**config.mk**
```make
export PLATFORM = sky130hd
export DESIGN_NAME = parametric_demux_bank
export DESIGN_NICKNAME = d
export VERILOG_FILES = /design/src/rtl/parametric_demux_bank_pkg.sv /design/src/rtl/parametric_demux_bank_demux_decoder.sv /design/src/rtl/parametric_demux_bank.sv
export SDC_FILE = /design/constraint.sdc
export NUM_CORES = 1
export LEC_CHECK = 0
export CAP_MARGIN = 20
export CORE_ASPECT_RATIO = 2
export CORE_UTILIZATION = 30
export CTS_BUF_LIST = sky130_fd_sc_hd__clkbuf_4
export DETAILED_ROUTE_END_ITERATION = 10
export HOLD_SLACK_MARGIN = 0.1
export PLACE_DENSITY_LB_ADDON = 0.15
export SKIP_LAST_GASP = 1
export SLEW_MARGIN = 20
export SYNTH_ARGS = -nofsm -noshare
export SYNTH_HDL_FRONTEND = slang
export SYNTH_SLANG_ARGS = --single-unit
```
**constraint.sdc**
```tcl
create_clock -name clk -period 3.16 [get_ports clk]
set_input_delay 0.316 -clock clk [delete_from_list [all_inputs] [get_ports clk]]
set_output_delay 0.316 -clock clk [all_outputs]
set_load 0.02 [all_outputs]
```
**src/rtl/parametric_demux_bank_pkg.sv**
```systemverilog
// parametric_demux_bank_pkg: shared FSM state type for the demux bank
package parametric_demux_bank_pkg;
  typedef enum logic {IDLE, CLEAR} state_t;
endpackage

```
**src/rtl/parametric_demux_bank_demux_decoder.sv**
```systemverilog
// demux_decoder: word index to one-hot write enables plus out-of-range flag
module demux_decoder #(
  parameter int mem_depth = 16,
  parameter int aw = $clog2(mem_depth)
) (
  input  logic [aw-1:0]        addr,
  output logic [mem_depth-1:0] onehot,
  output logic                 out_of_range
);
  localparam logic [aw:0] depth_v = (aw+1)'(mem_depth);
  always_comb begin
    onehot = '0;
    for (int i = 0; i < mem_depth; i++) onehot[i] = addr == aw'(i);
  end
  assign out_of_range = {1'b0, addr} >= depth_v;
endmodule

```
**src/rtl/parametric_demux_bank.sv**
```systemverilog
// parametric_demux_bank: addressed single-word writes scattered into a packed register bank
module parametric_demux_bank
  import parametric_demux_bank_pkg::*;
#(
  parameter int mem_width = 16,
  parameter int mem_depth = 16
) (
  input  logic                           clk,
  input  logic                           rst_n,
  input  logic                           wr_valid,
  output logic                           wr_ready,
  input  logic [$clog2(mem_depth)-1:0]   wr_addr,
  input  logic [mem_width-1:0]           wr_data,
  input  logic                           clear_req,
  output logic                           clear_busy,
  output logic                           wr_err,
  output logic [mem_depth-1:0]           valid_out,
  output logic [mem_width*mem_depth-1:0] data_out
);
  localparam int aw = $clog2(mem_depth);
  state_t state, state_nx;
  logic [aw-1:0] idx;
  logic [mem_depth-1:0] wr_hot, wen, clr;
  logic wr_oor, accept, last;
  logic [mem_depth-1:0][mem_width-1:0] bank;
  demux_decoder #(.mem_depth(mem_depth)) u_dec (.addr(wr_addr), .onehot(wr_hot), .out_of_range(wr_oor));
  assign wr_ready   = state == IDLE && !clear_req;
  assign accept     = wr_valid && wr_ready;
  assign clear_busy = state == CLEAR;
  assign last       = idx == aw'(mem_depth - 1);
  assign wen        = accept ? wr_hot : '0;
  assign clr        = clear_busy ? mem_depth'(1) << idx : '0;
  assign data_out   = bank;
  always_comb begin
    state_nx = state;
    if (state == IDLE && clear_req) state_nx = CLEAR;
    if (state == CLEAR && last) state_nx = IDLE;
  end
  // the clear walk and writes never coincide: writes are only accepted in IDLE
  always_ff @(posedge clk or negedge rst_n)
    if (!rst_n) begin
      state     <= IDLE;
      idx       <= '0;
      wr_err    <= 1'b0;
      valid_out <= '0;
      bank      <= '0;
    end else begin
      state     <= state_nx;
      idx       <= clear_busy && !last ? idx + 1'b1 : '0;
      wr_err    <= accept && wr_oor;
      valid_out <= (valid_out | wen) & ~clr;
      for (int i = 0; i < mem_depth; i++)
        if (clr[i]) bank[i] <= '0;
        else if (wen[i]) bank[i] <= wr_data;
    end
endmodule

```
; Word-level counts from Yosys, hierarchy flattened
; Cells that the tools add are included.
[classes]
n_addsub = 1
eq_ne = 16
shifts = 1
mux = 37
bitwise = 4
n_reduce_logical = 25
[ops]
columns = op, count
row1 = 16-bit two-way mux, 34
row2 = "4-bit == test, second input constant", 9
row3 = 2-bit nonzero test, 17
row4 = 16-bit AND, 1
row5 = "4-bit by 3-bit == test with 1-bit output, second input constant", 4
row6 = 16-bit inverter, 1
row7 = 16-bit OR, 1
row8 = "1-bit by 4-bit << shifter with 16-bit output, first input constant", 1
row9 = "4-bit by 2-bit == test with 1-bit output, second input constant", 2
row10 = 1-bit logical AND, 5
row11 = "4-bit by 1-bit adder with 4-bit output, second input constant", 1
row12 = "4-bit by 1-bit == test with 1-bit output, second input constant", 1
row13 = 4-bit logical NOT, 1
row14 = 4-bit two-way mux, 1
row15 = 1-bit logical NOT, 2
row16 = 1-bit two-way mux, 2
row17 = 1-bit inverter, 1
[totals]
ff_bits = 277
output_inout_bits = 275
wordCells = 103

; Depth between registers and ports, before layout
[depth]
depth_word = 6
mapped_depth = 7

; Modules after synthesis
; From an unflattened synthesis, not the netlist that was laid out.
[hier_totals]
cells_unflattened = 737
area_unflattened_um2 = 10847.9
[modules_own_cells]
columns = module, instances, cells_each, area_each_um2
row1 = parametric_demux_bank, 1, 715, 10610.2
row2 = demux_decoder, 1, 22, 237.7

; Least setup slack after synthesis
; No wires, ideal clock.
[synth_path]
path_type = register -> register
startpoint = reg state, in the netlist clear_busy
endpoint = reg bank, in the netlist data_out[64]
setup_ps = 127
arrival_ps = 1620
required_time_ps = 3033
setup_slack_ps = 1413
stages_incl_launch_ff = 7
n_path_buf = 3
synth_period_minus_slack_ps = 1747
path_cell_list = dfrtp_1 buf_6 or4_1 buf_2 buf_6 o211ai_1 o21ai_1
[synth_via]
elab_chain_len = 5
elab_cells_between_ends = 7
[synth_rtl]
columns = item, line_no
row1 = from (decl), parametric_demux_bank.sv:21  ; state_t state, state_nx;
row2 = from (signal assigned), parametric_demux_bank.sv:48  ; state <= state_nx;
row3 = 1-bit inverter, parametric_demux_bank.sv:27  ; assign wr_ready = state == IDLE && !clear_req;
row4 = 1-bit logical AND, parametric_demux_bank.sv:27
row5 = 1-bit logical AND, parametric_demux_bank.sv:28  ; assign accept = wr_valid && wr_ready;
row6 = 16-bit two-way mux, parametric_demux_bank.sv:31  ; assign wen = accept ? wr_hot : '0;
row7 = 2-bit nonzero test (no source line), -
row8 = "to (signal, indexed assignment)", parametric_demux_bank.sv:54  ; else if (wen[i]) bank[i] <= wr_data;
row9 = to (decl), parametric_demux_bank.sv:25  ; logic [mem_depth-1:0][mem_width-1:0] bank;
; Several ways; a longest one is shown, not always the timed one.
; A chain may end at the register's enable or synchronous reset.

; Final worst setup path
[layout_path]
startpoint = reg state, in the netlist clear_busy
endpoint = out wr_ready
[layout_via]
elab_chain_len = 2
[layout_rtl]
columns = item, line_no
row1 = 1-bit inverter, parametric_demux_bank.sv:27
row2 = 1-bit logical AND, parametric_demux_bank.sv:27
row3 = to (decl), parametric_demux_bank.sv:11  ; output logic wr_ready,
; Every way passes these cells.

==> results.yml <==
run_status:
  status: "completed"
critical_path:
  cp-start-kind: "flop"
  worst_setup_path_end_kind: "output port"
  worstPathArrival_ps: 2260
  crit_type: "reg -> out"
  path_max_fanout: 16
  required_ps: 2840
die:
  fp.dieArea_um2: 39800
  start_util_pct: 30.4
  fp.dieW_um: 142
  rows: 102
  dieHeight_um: 281
  pin_count: 299
  fp.coreArea_um2: 38500
timing:
  clock.fmax_mhz: 388
  skew_ps: 22.6
  holdWs_ps: 242
  tightest_slew_ps: 1020
  fin_crit_sh_pct: 81.6
  fin_ws_ps: 582
  slew_viol_final: 0
  rsz0062_at_grt: "false"
  fin_crit_ps: 2580
  hold_viol: 0
  setup_viol: 0
  tns_ps: 0
  slew_headroom_pct: 32.1
pwr:
  ir_worst_vdd_mv: 0.521
  pwr-share-comb_pct: 43.8
  powerDensity_nw_per_um2: 966
  p_clk_share_pct: 19.0
  p_seq_share_pct: 37.2
  p_sw_mw: 6.11
  cell_internal_pwr_mw: 9.33
  leakagePower_nw: 8.41
  p_total_mw: 15.4
  sw_frac_of_total_pct: 39.6
run:
  maxCapViolations: 0
clock_network:
  cts_sinks: 277
  numCtsBuffers: 70
  postCtsResizedCells: 0
  cts.path.max_buffers: 3
  post_cts_buffers: 0
  cts.htree.levels: 3
  insertion_delay_ps: 710
  tritoncts: "done"
  root_buffer: "clkbuf_4"
  holdBufCountCts: 1
  clkTransAtPathRegs_ps: 70
routing:
  ant_nets: 0
  viasPerCell: 4.70
  totalWireLength_mm: 41.1
  wire_per_inst_um: 22.1
  drcViolationCount: 0
  route.vias.total: 8750
  drt_first_pass_iters: 6
  drt-initial-drc-count: 253
global_routing:
  grt_pass1_vias: 9135
  grt_max_degree: 93
  grt_pass1_wl_mm: 60.7
  grt_use_total_pct: 21.0
  antenna_found_initial: 1
  grt_overflow: 0
logic_synthesis:
  yosysTopAreaCellShare_pct: 59.2
  synth_nets: 1005
  synth_cell_types: 36
  netlist_area_um2: 11700
  yosysWarnings: 0
  yosysTopAreaCell: "dfrtp_1"
  synth_edf_count: 0
  ys_ff_latch: 277
  synth_seq_area_share_pct: 59.2
  synth_area_leaders: "dfrtp_1 59%, mux2i_1 19%, nand2_1 8.1%, o211ai_2 2.6%, o21ai_1 1.3%"
  syn_avg_cell_area_um2: 12.0
  syn_inst: 975
  async_reset_ff_share_pct: 100
  synth-main-ff-cell: "dfrtp_1"
place:
  place.gp.congestion: 0.758
  place_ws_ps: 399
  io_buffers: 297
  dpl.hpwl_mm: 27.9
worst_hold_path:
  hold_path_class: "in -> async"
layout:
  drive_gt1_share_pct: 12.8
  areaGrowthSynthToFinish_pct: 36.5
  nNetsFinal: 1333
logic make-up (layout without fill, tap and decap cells):
family / count (synthesis) / in the layout / share of synthesized area (%)
simple gates: 304 / 304 / 11.9
xor+xnor: 1 / 1 / 0.0749
fa+ha+maj: 6 / 6 / 0.642
mux: 224 / 224 / 19.2
buf+inv: 95 / 461 / 4.32
other cells: 1 / 2 / 0.0320
compound gates: 67 / 67 / 4.65
flops: 277 / 277 / 59.2
critical path: stages, from the launching register on:
cell             delay (ps)
dfrtp_1                 600
nor2_1                  320
clkdlybuf4s50_1         650
cells in the mapped netlist, types with 3 or more instances:
| library cell | count |
|---|---|
| buf_6 | 10 |
| buf_2 | 26 |
| o21ai_1 | 30 |
| nand2_4 | 4 |
| dfrtp_1 | 277 |
| clkbuf_1 | 29 |
| nand3_1 | 6 |
| buf_4 | 11 |
| nand4b_1 | 9 |
| nand2_1 | 253 |
| inv_1 | 19 |
| nand3b_1 | 3 |
| nand4bb_1 | 3 |
| o211ai_2 | 24 |
| ha_1 | 6 |
| nor2_1 | 6 |
| o211ai_1 | 8 |
| mux2i_1 | 224 |
| nand4_1 | 5 |
area by class of cell:
cell class	instances	area, µm²
antenna	1	2.50
clock buffer	93	698
clock inverter	17	93.8
fill	3851	22600
inverter	19	71.3
multi-input combinational	603	4270
sequential	277	6930
tap	520	651
timing repair buffer	332	3260
path summary, 6_finish.rpt:
| kind | to | slack [ps] | startpoint | cells past startpoint |
|---|---|---|---|---|
| max | wr_ready | 580 | clear_busy$_DFFE_PN0P_ | 2 |
| min reg2reg | valid_out[0]$_DFF_PN0_ | 460 | valid_out[0]$_DFF_PN0_ | 2 |
| max in group asynchronous | data_out[113]$_DFFE_PN0P_ | 1960 | rst_n | 3 |
| max reg2reg | data_out[1]$_DFFE_PN0P_ | 790 | clear_busy$_DFFE_PN0P_ | 4 |
| min | valid_out[11]$_DFF_PN0_ | 240 | rst_n | 2 |
| min in group clk | valid_out[0]$_DFF_PN0_ | 460 | valid_out[0]$_DFF_PN0_ | 2 |
power groups by stage:
stage	clock [mW]	combinational (mW)	sequential, mW
6_report	2.94	6.75	5.74
5_1_grt	3.26	7.20	5.92
3_5_place_dp	0	6.83	5.79
2_1_floorplan	0	1.64	7.25
4_1_cts	3.10	6.86	5.76
3_3_place_gp	0	6.78	5.77
sequential cells by signal, indices dropped and copies added, names as in the netlist:
signal and count:
valid_out 16, data_out 256, clear_busy 1, idx 4
routing by layer:
metal / GRT usage, % / vias up / routed length, µm
li1: - / 3959 / -
met1: 23.2 / 4411 / 15600
met2: 37.4 / 295 / 21700
met3: 4.98 / 85 / 2280
met4: 9.95 / 0 / 1600
met5: 0 / - / 0
through the flow:
stage	cell area [µm²]	cells	utilization [%]
floorplan	11700	975	-
global placement	15200	1750	39.4
detailed placement	15200	1750	39.4
CTS	16000	1861	41.4
global route	16000	1862	41.4
finish	16000	1862	41.4
layout by cell type (no fill, tap or decap), drive strengths merged, types with 13 or more instances in the layout:
cell,netlist,routed
clkdlybuf4s50,0,296
dfrtp,277,277
nand2,259,259
mux2i,224,224
clkbuf,29,93
buf,47,35
o21ai,32,32
o211ai,32,32
inv,19,22
clkinv,0,13
Power figures use the tool's default switching activity.
